==> config.mk <==
export PLATFORM = sky130hd
export DESIGN_NAME = clock_set_controller
export DESIGN_NICKNAME = d
export VERILOG_FILES = /design/src/rtl/clock_set_controller.sv
export SDC_FILE = /design/constraint.sdc
export NUM_CORES = 1
export LEC_CHECK = 0
export CORE_MARGIN = 5
export CORE_UTILIZATION = 55
export DETAILED_ROUTE_END_ITERATION = 8
export GPL_ROUTABILITY_DRIVEN = 0
export PLACE_DENSITY = 0.84
export SYNTH_ARGS = -nofsm -noshare
export SYNTH_HDL_FRONTEND = slang
export SYNTH_SLANG_ARGS = --single-unit
==> constraint.sdc <==
create_clock -name i_clk -period 2.45 [get_ports i_clk]
set_input_delay 0.245 -clock i_clk [delete_from_list [all_inputs] [get_ports i_clk]]
set_output_delay 0.245 -clock i_clk [all_outputs]
set_load 0.02 [all_outputs]
==> src/rtl/clock_set_controller.sv <==
// ---------------------------------------------------------------------------
// clock_set_controller
//
// Turns the debounced front-panel buttons (set, hours, minutes) into the mode
// code and the one-cycle enable pulse for the desk clock's time register.
//
// In run mode the 1 Hz tick is forwarded to o_en one cycle later. While a set
// button combination is held, the block does the following:
//   - issues a single step after a settle period;
//   - auto-repeats on i_fast_stb once the button has been held for
//     REPEAT_DELAY strobes;
//   - issues a single clear-seconds step when hours and minutes are pressed
//     together.
// o_mode is kept stable, with o_en low, around every mode change.
//
// Ports
//   i_clk       system clock
//   i_reset_n   asynchronous, active-low reset
//   i_sec_stb   1 Hz strobe, one cycle wide
//   i_fast_stb  auto-repeat rate strobe, one cycle wide
//   i_btn_set   set-enable button level
//   i_btn_hr    hours button level
//   i_btn_min   minutes button level
//   o_mode      0=COUNTING 1=SET_MINUTES 2=SET_HOURS 3=CLEAR_SECONDS (registered)
//   o_en        one-cycle enable/step pulse (registered)
// ---------------------------------------------------------------------------
module clock_set_controller #(
  parameter int REPEAT_DELAY  = 8,
  parameter int SETTLE_CYCLES = 2
) (
  input  logic       i_clk,
  input  logic       i_reset_n,
  input  logic       i_sec_stb,
  input  logic       i_fast_stb,
  input  logic       i_btn_set,
  input  logic       i_btn_hr,
  input  logic       i_btn_min,
  output logic [1:0] o_mode,
  output logic       o_en
);

  localparam int            SW      = $clog2(SETTLE_CYCLES + 1);
  localparam logic [3:0]    REP_MAX = 4'(REPEAT_DELAY);
  localparam logic [SW-1:0] SET_MAX = SW'(SETTLE_CYCLES);

  typedef enum logic [2:0] {
    ST_RUN,
    ST_SETTLE,
    ST_STEP,
    ST_HOLD,
    ST_REPEAT,
    ST_EXIT
  } state_t;

  state_t        state;
  logic [1:0]    target;
  logic [SW-1:0] settle_cnt;
  logic [3:0]    rep_cnt;

  logic [1:0]    req_target;
  logic          entry_req;
  logic          sel_btn;
  logic          hold_release;
  logic [3:0]    rep_next;
  logic [SW-1:0] settle_next;

  function automatic logic [3:0] rep_sat_inc(input logic [3:0] v);
    return (v >= REP_MAX) ? REP_MAX : v + 4'd1;
  endfunction

  function automatic logic [SW-1:0] settle_sat_inc(input logic [SW-1:0] v);
    return (v >= SET_MAX) ? SET_MAX : v + SW'(1);
  endfunction

  // {hr, min} maps directly onto the mode code: 01=minutes, 10=hours, 11=clear.
  assign req_target   = {i_btn_hr, i_btn_min};
  assign entry_req    = i_btn_set && (i_btn_hr || i_btn_min);
  // Only the button that selected the target keeps the operation alive;
  // the other one is ignored until the operation ends.
  assign sel_btn      = (target == 2'd2) ? i_btn_hr : i_btn_min;
  assign hold_release = !i_btn_set || !sel_btn;
  assign rep_next     = rep_sat_inc(rep_cnt);
  assign settle_next  = settle_sat_inc(settle_cnt);

  always_ff @(posedge i_clk or negedge i_reset_n) begin
    if (!i_reset_n) begin
      state      <= ST_RUN;
      target     <= 2'd0;
      settle_cnt <= '0;
      rep_cnt    <= '0;
      o_mode     <= 2'd0;
      o_en       <= 1'b0;
    end else begin
      o_en <= 1'b0;
      case (state)
        ST_RUN: begin
          o_mode <= 2'd0;
          if (entry_req) begin
            // The 1 Hz strobe coinciding with entry is dropped.
            target     <= req_target;
            o_mode     <= req_target;
            settle_cnt <= '0;
            state      <= ST_SETTLE;
          end else begin
            o_en <= i_sec_stb;
          end
        end

        ST_SETTLE: begin
          settle_cnt <= settle_next;
          if (settle_next == SET_MAX) begin
            o_en  <= 1'b1;
            state <= ST_STEP;
          end
        end

        ST_STEP: begin
          rep_cnt <= '0;
          if (target == 2'd3) begin
            // o_en is high this cycle, so o_mode is held one more cycle;
            // EXIT clears it afterwards.
            settle_cnt <= '0;
            state      <= ST_EXIT;
          end else begin
            state <= ST_HOLD;
          end
        end

        ST_HOLD: begin
          if (hold_release) begin
            o_mode     <= 2'd0;
            settle_cnt <= '0;
            state      <= ST_EXIT;
          end else if (i_fast_stb) begin
            rep_cnt <= rep_next;
            if (rep_next == REP_MAX) begin
              o_en  <= 1'b1;
              state <= ST_REPEAT;
            end
          end
        end

        ST_REPEAT: begin
          if (hold_release) begin
            // Keep o_mode for the cycle after a pulse.
            if (!o_en) o_mode <= 2'd0;
            settle_cnt <= '0;
            state      <= ST_EXIT;
          end else if (i_fast_stb && !o_en) begin
            o_en <= 1'b1;
          end
        end

        ST_EXIT: begin
          o_mode <= 2'd0;
          // Settle time is counted only once o_mode has actually returned to 0.
          if (o_mode == 2'd0) begin
            settle_cnt <= settle_next;
            if (settle_next == SET_MAX && !i_btn_hr && !i_btn_min) begin
              state <= ST_RUN;
            end
          end
        end

        default: begin
          o_mode <= 2'd0;
          state  <= ST_RUN;
        end
      endcase
    end
  end

endmodule

==> impl_results.md <==
- Run status: finished clean
- PostCTS Resize Cnt: 0
- Clk_skew: 0.00726 ns
- Area leader, netlist: dfrtp_1
- # IOs: 10
- Die W: 49.5 µm
- DR WL/cell: 13.2 µm
- Post-Route Setup TNS: 0 ns
- Post-CTS setup buffer count: 0
- NumNets Final: 117
- CTS tree: built
- DRC Markers: 0
- Final Max Slew Viols: 0
- CTS sink count: 14
- Drt via density: 5.89
- Power density cells: 1150 nW/µm²
- Hold Path Class: input pin to asynchronous set/reset pin
- Post-synth EDFFs: 0
- Initial Util: 57.7%
- Fmax: 541 MHz
- Ant diodes: 0
- Global routing's busiest layer: met2
- Core area: 1490 µm²
- Syn Inst Count: 97
- # hold bufs at CTS: 0
- Num rows: 14
- Via count: 724
- Max cap viols: 0
- Pin count of the biggest net entering global routing: 17
- Fin crit share: 75.4%
- Avg Cell Area, Syn: 8.86 µm²
- VDD IR max: 0.000586 V
- Worst Path Arrival: 2.02 ns
- Sequential-to-total area share from yosys stat: 40.8%
- Remaining antenna violation count: 0
- Area share of the largest cell type after synthesis: 40.8%
- Worst-margin pin slew: 0.609 ns
- Most frequent cell after synthesis: dfrtp_1
- Final setup fails: 0
- Skew-Pair Late Insertion Delay: 0.29 ns
- Initial antenna violation count: 0
- Global Route met3 Usage: 3.61%
- Clk root buf: clkbuf_4
- Synth Warn #: 0
- Vias in the first global route: 666
- Leakage power: 0.407 nW
- CTS Buf Count: 3
- Drt pass-1 iters: 4
- Commonest cells post-synth: dfrtp_1, inv_1, o21ai_0
- Register bit count reported by yosys: 14
- Count of cell types in the netlist: 38
- Total grt overflow: 0
- First-pass GRT wire length: 3080 µm
- Synth Cell Area: 860 µm²
- Tmin final: 1.85 ns
- Critical path startpoint category: flip-flop
- Area growth, synth to finish: 15.4%
- Setup crit end kind: flip-flop
- Worst path required time: 2.62 ns
- Final Hold Viols: 0
- RSZ-0062 raised after global routing: no
- PortBufs: 9
- HPWL Detailed: 1210 µm
- FILL cells: 124
- Ys flop type: dfrtp_1
- Die height: 49.5 µm
- Min Hold Slack: 0.331 ns
- Post-Syn Nets: 106
- Routed WL: 1630 µm
- Ys async rst share: 100%
- Area contributors post-synth: dfrtp_1, o21ai_0, inv_1
- Met2 Use GR: 24.8%
- Layout cell share with drive strength beyond 1: 5.61%
- Max-Slew Margin vs Limit: 59.2%
- Kind of critical path: flip-flop to flip-flop
- Met1 usage: 21.6%
- Die ar.: 2450 µm²
- Critical Path Fanout Max: 16
- Clock slew at reported path FFs: 0.09 ns
- Clock Path Buffers: 2
- Gr usage total: 15.9%
- Iteration-0 DRC Markers: 20
- Htree depth: 1
-- stage by stage --
step                      total power [W]  setup WS (ns)  instances  utilization (%)  cell area [µm²]
final                             0.00114          0.602        123             66.6              992
after global routing              0.00126          0.480        123             66.6              992
after CTS                         0.00114          0.635        123             66.6              992
after detailed placement         0.000970          0.455        119             64.2              956
after global placement           0.000960          0.506        119             64.2              956
after floorplan                  0.000838          0.917         97                -              860
-- metal layers --
layer	share of wire, %	vias to the layer above	wire, µm
met4	1.7	0	27
met5	0	-	0
met1	48	329	783
met2	46	20	744
li1	-	373	-
met3	4.5	2	74
-- cell families after synthesis --
| logic type | share of synthesized area, % |
|---|---|
| DFF | 40.8 |
| and+or+nand+nor | 20.5 |
| buffers and inverters | 5.53 |
| muxes | 3.93 |
| AOI/OAI and AO/OA | 26.3 |
| adders and majority gates | 2.91 |
-- report_power, final --
| group | internal (W) | switching [W] | total [W] |
|---|---|---|---|
| Clock | 0.0000905 | 0.0000804 | 0.000171 |
| Combinational | 0.000252 | 0.000278 | 0.000530 |
| Sequential | 0.000320 | 0.000121 | 0.000441 |
| Total | 0.000663 | 0.000479 | 0.00114 |
-- path summary, 6_finish.rpt --
kind                            slack [ns]       from  cells past startpoint       endpoint
worst max-delay path                  0.60   state[0]                      4  settle_cnt[0]
worst min-delay path                  0.33  i_reset_n                      1      target[1]
worst max register to register        0.60   state[0]                      4  settle_cnt[0]
worst min register to register        0.55  o_mode[0]                      2      o_mode[0]
max in group asynchronous             1.72  i_reset_n                      1  settle_cnt[1]
min in group i_clk                    0.55  o_mode[0]                      2      o_mode[0]
-- final cells by class --
cell class	count	area, µm²	share of cell area, %
clock buffer	4	36.3	3.66
inverter	9	33.8	3.40
multi-input combinational	71	462	46.5
sequential	14	350	35.3
tap	16	20.0	2.02
timing repair buffer	9	90.1	9.08
-- sequential cells by signal, indices dropped and copies added (netlist names) --
signal / flops
o_en: 1
state: 3
target: 2
rep_cnt: 4
settle_cnt: 2
o_mode: 2
-- layout by cell type (no fill, tap or decap), types with 2 or more instances in the layout --
cell	count
nand2b_1	4
nand3_1	4
nand2_1	7
ha_1	2
dfrtp_1	14
a31oi_1	3
nor2_1	6
clkbuf_4	3
inv_1	9
o21ai_1	4
a21oi_1	5
o21ai_0	9
clkdlybuf4s50_1	9
nor3_1	3
-- worst max-delay path, stage by stage (launching register included) --
cell and delay (ns):
dfrtp_1 0.62, nor3_1 0.17, o2bb2ai_1 0.19, a211oi_1 0.38, mux2_1 0.36
No activity file was read; power rests on OpenSTA's default activity.
